$ cat src/rtl/muldiv_sequencer.sv
// muldiv_sequencer: MUL/DIVU/REMU sequencer that borrows the shared ALU one add, sub or sltu per cycle
module muldiv_sequencer #(
  parameter logic [3:0] OP_ADD  = 4'b0010,
  parameter logic [3:0] OP_SUB  = 4'b0110,
  parameter logic [3:0] OP_SLTU = 4'b0111
) (
  input  logic        clk,
  input  logic        rst,
  input  logic        start,
  input  logic [1:0]  op_sel,
  input  logic [31:0] src_a,
  input  logic [31:0] src_b,
  input  logic        flush,
  output logic        busy,
  output logic        done,
  output logic [31:0] result,
  output logic [31:0] alu_opA,
  output logic [31:0] alu_opB,
  output logic [3:0]  alu_op,
  input  logic [31:0] alu_result
);
  typedef enum logic [2:0] {IDLE, MUL_ITER, DIV_CMP, DIV_SUB, DONE} state_t;
  state_t state, state_n;
  logic [4:0]  cnt;
  logic [1:0]  op;
  logic [31:0] acc, sh, q;
  logic        lt;
  logic [31:0] shifted;
  logic        last;
  // acc holds product/remainder, sh holds mcand/divisor, q holds mplier/quotient
  assign shifted = {acc[30:0], q[31]};
  assign last = cnt == 5'd31;
  assign busy = state != IDLE;
  assign done = state == DONE;
  always_ff @(posedge clk or posedge rst)
    if (rst) state <= IDLE;
    else state <= state_n;
  always_comb begin
    state_n = state;
    alu_op = OP_ADD;
    alu_opA = '0;
    alu_opB = '0;
    case (state)
      IDLE: if (start && !flush) state_n = op_sel == 2'b00 ? MUL_ITER : op_sel == 2'b11 ? DONE : DIV_CMP;
      MUL_ITER: begin
        alu_opA = acc;
        alu_opB = q[0] ? sh : '0;
        state_n = last ? DONE : MUL_ITER;
      end
      DIV_CMP: begin
        alu_op = OP_SLTU;
        alu_opA = shifted;
        alu_opB = sh;
        state_n = DIV_SUB;
      end
      DIV_SUB: begin
        alu_op = OP_SUB;
        alu_opA = acc;
        alu_opB = lt ? '0 : sh;
        state_n = last ? DONE : DIV_CMP;
      end
      DONE: state_n = IDLE;
      default: state_n = IDLE;
    endcase
    if (flush && state != DONE) state_n = IDLE;
  end
  always_ff @(posedge clk or posedge rst)
    if (rst) begin
      cnt <= '0;
      op <= '0;
      acc <= '0;
      sh <= '0;
      q <= '0;
      lt <= 1'b0;
      result <= '0;
    end else begin
      case (state)
        IDLE: if (start && !flush) begin
          cnt <= '0;
          op <= op_sel;
          acc <= '0;
          sh <= op_sel == 2'b00 ? src_a : src_b;
          q <= op_sel == 2'b00 ? src_b : src_a;
          if (op_sel == 2'b11) result <= '0;
        end
        MUL_ITER: begin
          acc <= alu_result;
          sh <= sh << 1;
          q <= q >> 1;
          cnt <= cnt + 5'd1;
          if (last && !flush) result <= alu_result;
        end
        DIV_CMP: begin
          lt <= alu_result[0] & ~acc[31];
          acc <= shifted;
          q <= q << 1;
        end
        DIV_SUB: begin
          acc <= alu_result;
          q[0] <= ~lt;
          cnt <= cnt + 5'd1;
          if (last && !flush) result <= op == 2'b01 ? {q[31:1], ~lt} : alu_result;
        end
        default: ;
      endcase
    end
endmodule
$ cat config.mk
export PLATFORM = sky130hd
export DESIGN_NAME = muldiv_sequencer
export DESIGN_NICKNAME = d
export VERILOG_FILES = /design/src/rtl/muldiv_sequencer.sv
export SDC_FILE = /design/constraint.sdc
export NUM_CORES = 1
export LEC_CHECK = 0
export CAP_MARGIN = 5
export CORE_MARGIN = 4
export CORE_UTILIZATION = 66
export CTS_BUF_LIST = sky130_fd_sc_hd__clkbuf_8
export DETAILED_ROUTE_END_ITERATION = 6
export DONT_BUFFER_PORTS = 1
export PLACE_DENSITY = 0.85
export SETUP_SLACK_MARGIN = 0.2
export SKIP_CTS_REPAIR_TIMING = 1
export SLEW_MARGIN = 20
export SYNTH_ARGS = -nofsm -noshare
export SYNTH_HDL_FRONTEND = slang
export SYNTH_SLANG_ARGS = --single-unit
$ cat constraint.sdc
create_clock -name clk -period 5.1 [get_ports clk]
set_clock_uncertainty 0.05 [all_clocks]
set_input_delay 0.51 -clock clk [delete_from_list [all_inputs] [get_ports clk]]
set_output_delay 0.51 -clock clk [all_outputs]
set_load 0.02 [all_outputs]
After elaboration in Yosys (flattened, before gate mapping)
Cells that the tools add are included.
{"block": "word_totals", "ff_bits": 139, "out_inout_bits": 102, "wordCells": 76}
{"block": "classes", "add_sub_neg": 1, "n_eq_ne": 13, "mux": 29, "bitwise_logic": 3, "n_reduce_logical": 21}
{"op": "32-bit 2-to-1 mux", "count": 12}
{"op": "32-bit one-hot mux with 3 select lines", "count": 3}
{"op": "32-bit one-hot mux with 2 select lines", "count": 2}
{"op": "31-bit one-hot mux with 3 select lines", "count": 1}
{"op": "3-bit 2-to-1 mux", "count": 6}
{"op": "3-bit one-hot mux with 4 select lines", "count": 1}
{"op": "2-bit AND reduction", "count": 6}
{"op": "3-bit nonzero test", "count": 4}
{"op": "5-bit one-hot mux with 2 select lines", "count": 1}
{"op": "2-bit inequality test (second input constant)", "count": 4}
{"op": "3-bit by 2-bit == test with 1-bit output (second input constant)", "count": 2}
{"op": "3-bit inequality test (second input constant)", "count": 2}
{"op": "3-bit one-hot mux with 2 select lines", "count": 1}
{"op": "5-bit by 1-bit adder with 5-bit output (second input constant)", "count": 1}
{"op": "5-bit == test (second input constant)", "count": 1}
{"op": "5-bit 2-to-1 mux", "count": 1}
{"op": "5-bit AND reduction", "count": 1}
{"op": "1-bit one-hot mux with 4 select lines", "count": 1}
{"op": "2-bit nonzero test", "count": 2}
{"op": "4-bit nonzero test", "count": 1}
{"op": "3-bit by 1-bit == test with 1-bit output (second input constant)", "count": 1}
{"op": "3-bit == test (second input constant)", "count": 1}
{"op": "1-bit logical AND", "count": 3}
{"op": "3-bit zero test", "count": 1}
{"op": "other kinds (7)", "count": 8}

Logic depth before layout (Yosys ltp)
{"block": "depth", "word_depth": 6, "depth_mapped": 8}

Least setup slack after synthesis
Ideal clock, no wire load.
{"block": "synth_timing", "kind": "register -> output", "start": "register state[0]", "end": "output port alu_opA[10]", "arrival_time_ns": 1.513, "required_ns": 4.540, "path_slack_ns": 3.027, "path_stages_with_launch": 6, "path_cell_list": "dfrtp_1 -> nand2b_1 -> nor2_1 -> clkbuf_1 -> buf_2 -> a22o_1"}
{"block": "synth_via", "elab_chain_len": 3, "word_cells_on_any_way": 5}
{"item": "from (decl)", "line": "23", "source": "state_t state, state_n;"}
{"item": "from (signal assigned)", "line": "37", "source": "else state <= state_n;"}
{"item": "3-bit by 2-bit == test with 1-bit output / 3-bit by 1-bit == test with 1-bit output (equally long branches)", "line": "43", "source": "case (state)"}
{"item": "2-bit OR reduction (no line)"}
{"item": "32-bit one-hot mux with 2 select lines (*)", "line": "43"}
{"item": "to (decl)", "line": "17", "source": "output logic [31:0] alu_opA,"}
Every way passes the cells marked *; elsewhere a longest branch is shown, timed or not.

Worst setup path in the final report
{"block": "layout_timing", "start": "register state[2]", "end": "output port alu_opA[27]"}
Same word-level chain as after synthesis.

==> run_results.csv <==
group,metric,value,unit
drt,ant_nets,0,
finish,nets,861,
global_route,grt_max_degree,81,
synth,synth_warnings,0,
finish,mostFrequentLayoutCells,"139 x dfrtp_1, 68 x nor2_1, 64 x mux2i_1",
placed_design,place_ws,1.93,ns
floorplanning,core-area,11600,µm²
pwr,p_sw,1.38,mW
global_route,grt_overflow,0,
finish,n_fill_cell,851,
timing,rsz0062_at_grt,"false",
global_route,grt_pass1_wl,30900,µm
critical_path,worstPathRequired,4.54,ns
timing,fmax,273,MHz
synth,synth_area,7880,µm²
critical_path,cp_slowest_stage_delay,0.62,ns
clock_network,clk_pin_slew,0.07,ns
pwr,clkPwrFrac,0.218,
pwr,power_density,443,nW/µm²
finish,final_util,0.711,
critical_path,arrival,3.10,ns
pwr,power.leakage,3.72,nW
placed_design,port_buffers,0,
global_route,top_usage_layer,"met2",
drt,routed_wl,20000,µm
finish,layout-drive-gt1-share,0.0669,
clock_network,cts_sinks,139,
global_route,gr-usage-met3,0.105,
timing,fin_setup_tns,0,ns
clock_network,cts_made_buffers,17,
finish,multi_input_area,3960,µm²
global_route,antenna_found_initial,0,
critical_path,worst-path-buf-inv,3,
placed_design,place_congestion,0.820,
timing,post-route-period-util,0.718,
pwr,p_int,2.26,mW
clock_network,cts_tree,"done",
drt,vias,6283,
drt,wire_per_inst,22.1,µm
synth,synth_cells,801,
drt,dr.pass1.iters,7,
finish,final_cell_count_no_fill,905,
critical_path,critPathKind,"flop to output port",
global_route,grt.met2_usage,0.422,
worst_hold_path,hold_class,"input pin to flop",
timing,setup_viol_count_final,0,
critical_path,critPathMaxFanout,80,
synth,ys_ff_latch,139,
pwr,p_comb_frac,0.271,
timing,slew_viol_final,0,
synth,synth_cell_types,37,
synth,synth_enable_flop_cells,0,
timing,min_period,3.66,ns
floorplanning,die_area,13800,µm²
critical_path,crit_family,"buffers and inverters",
timing,final.setup.worst_slack,1.44,ns
clock_network,clockBufferDepth,2,
timing,slew-limit-headroom,0.296,
critical_path,critPathSlowestCell,"buf_4",
clock_network,insertion_delay,0.44,ns
synth,synth.avg_cell_area,9.84,µm²
floorplanning,die_h,117,µm
critical_path,end_kind,"output port",
critical_path,worst_setup_path_start_kind,"flop",
timing,tightest_slew,1.06,ns
timing,finalHoldViolations,0,
pwr,sw_frac_of_total,0.379,
clock_network,cts.htree.levels,4,
placed_design,dp_hpwl,13900,µm
global_route,gr-usage-met1,0.410,
placed_design,dp.cells,875,
floorplanning,pin_count,204,
flow_run,drv_cap,0,
drt,routed_via_density,6.94,
drt,drc,0,
outcome,run_status,"complete, no violations",
global_route,grt_usage,0.291,
floorplanning,dieWidth,117,µm
finish,antenna_cells,0,
drt,drt_iter0_drc,729,
finish,area_growth,4.32,%
clock_network,cts_root_buf,"clkbuf_8",
finish,layout_commonest_cell,"dfrtp_1",
global_route,grt_pass1_vias,5850,
pwr,seqPwrFrac,0.511,
synth,ys_async_sr_fraction,1.00,
finish,seqCellArea,3480,µm²
pwr,vdd_drop_max,290,µV
synth,synthFlopType,"dfrtp_1",
critical_path,crit_chain,"buf_4, nor2b_4, buf_4, buf_4, a22o_1",
floorplanning,initial_core_util,0.681,
floorplanning,rows,39,
critical_path,cp_common_cell,"buf_4",
critical_path,rrSetupSlack,2.17,ns
synth,syn_nets,909,
synth,seq_area_frac_synth,0.441,
==> final timing paths <==
kind / to / start / cells after the start
min reg2reg: op[1] / op[1] / 2
max in group asynchronous: q[4] / rst / 3
min in group asynchronous: acc[20] / rst / 2
max reg2reg: result[17] / state[2] / 6
min: acc[12] / alu_result[12] / 2
max: alu_opA[27] / state[2] / 5
==> cell families after synthesis <==
family,count (synthesis),synth area share
adder cells (fa/ha/maj),6,0.00953
other,2,0.000953
XOR/XNOR,2,0.00222
buffers and inverters,118,0.0640
flip-flops,139,0.441
multiplexers,96,0.127
AND/OR/NAND/NOR,196,0.115
AO/OA/AOI/OAI,242,0.240
==> cells in the mapped netlist (all sizes together), types with 4 or more instances <==
cell type / n / area share
inv: 37 / 0.018
o21ai: 42 / 0.027
clkbuf: 47 / 0.022
a21oi: 34 / 0.022
nand3: 34 / 0.022
dfrtp: 139 / 0.44
buf: 34 / 0.024
a221o: 31 / 0.039
mux2i: 64 / 0.081
o22a: 30 / 0.033
a222oi: 32 / 0.041
nand2: 40 / 0.019
and2: 33 / 0.026
a22o: 32 / 0.036
nor2: 72 / 0.035
a22oi: 32 / 0.030
mux2: 32 / 0.046
ha: 6 / 0.0095
nand2b: 6 / 0.0048
nor2b: 4 / 0.0032
==> metal layers <==
metal	part of all wire	routed length, µm	up-vias
li1	-	-	2870
met1	0.43	8520	3073
met2	0.45	8900	310
met3	0.11	2280	30
met4	0.015	300	0
met5	0	0	-
==> through the flow <==
step | total power [mW] | instance area, µm² | hold slack, ns
2_1_floorplan | 2.58 | 7880 | 0.391
3_3_place_gp | 2.78 | 7840 | 0.406
3_5_place_dp | 2.85 | 7840 | 0.425
4_1_cts | 3.64 | 8170 | -0.0219
5_1_grt | 3.86 | 8220 | 0.143
6_report | 3.64 | 8220 | 0.167
==> power groups by stage <==
stage                     sequential [mW]  clock (mW)  combinational (mW)
after detailed placement             1.87           0               0.979
after global routing                 1.91       0.858                1.09
final                                1.86       0.793               0.986
after global placement               1.85           0               0.936
after CTS                            1.85       0.806               0.984
after floorplan                      1.72           0               0.855
==> cell type report <==
cell class | instances | area share
Tap cell | 143 | 0.0218
Clock buffer | 20 | 0.0335
Multi-Input combinational cell | 544 | 0.482
Inverter | 37 | 0.0175
Clock inverter | 8 | 0.00715
Sequential cell | 139 | 0.423
Timing Repair Buffer | 14 | 0.0155
==> flip-flops by register name (all words and copies together) (netlist names) <==
signal,flops
q,32
op,2
result,32
cnt,5
lt,1
sh,32
state,3
acc,32
Note: power is estimated with default switching activity, not from simulation.
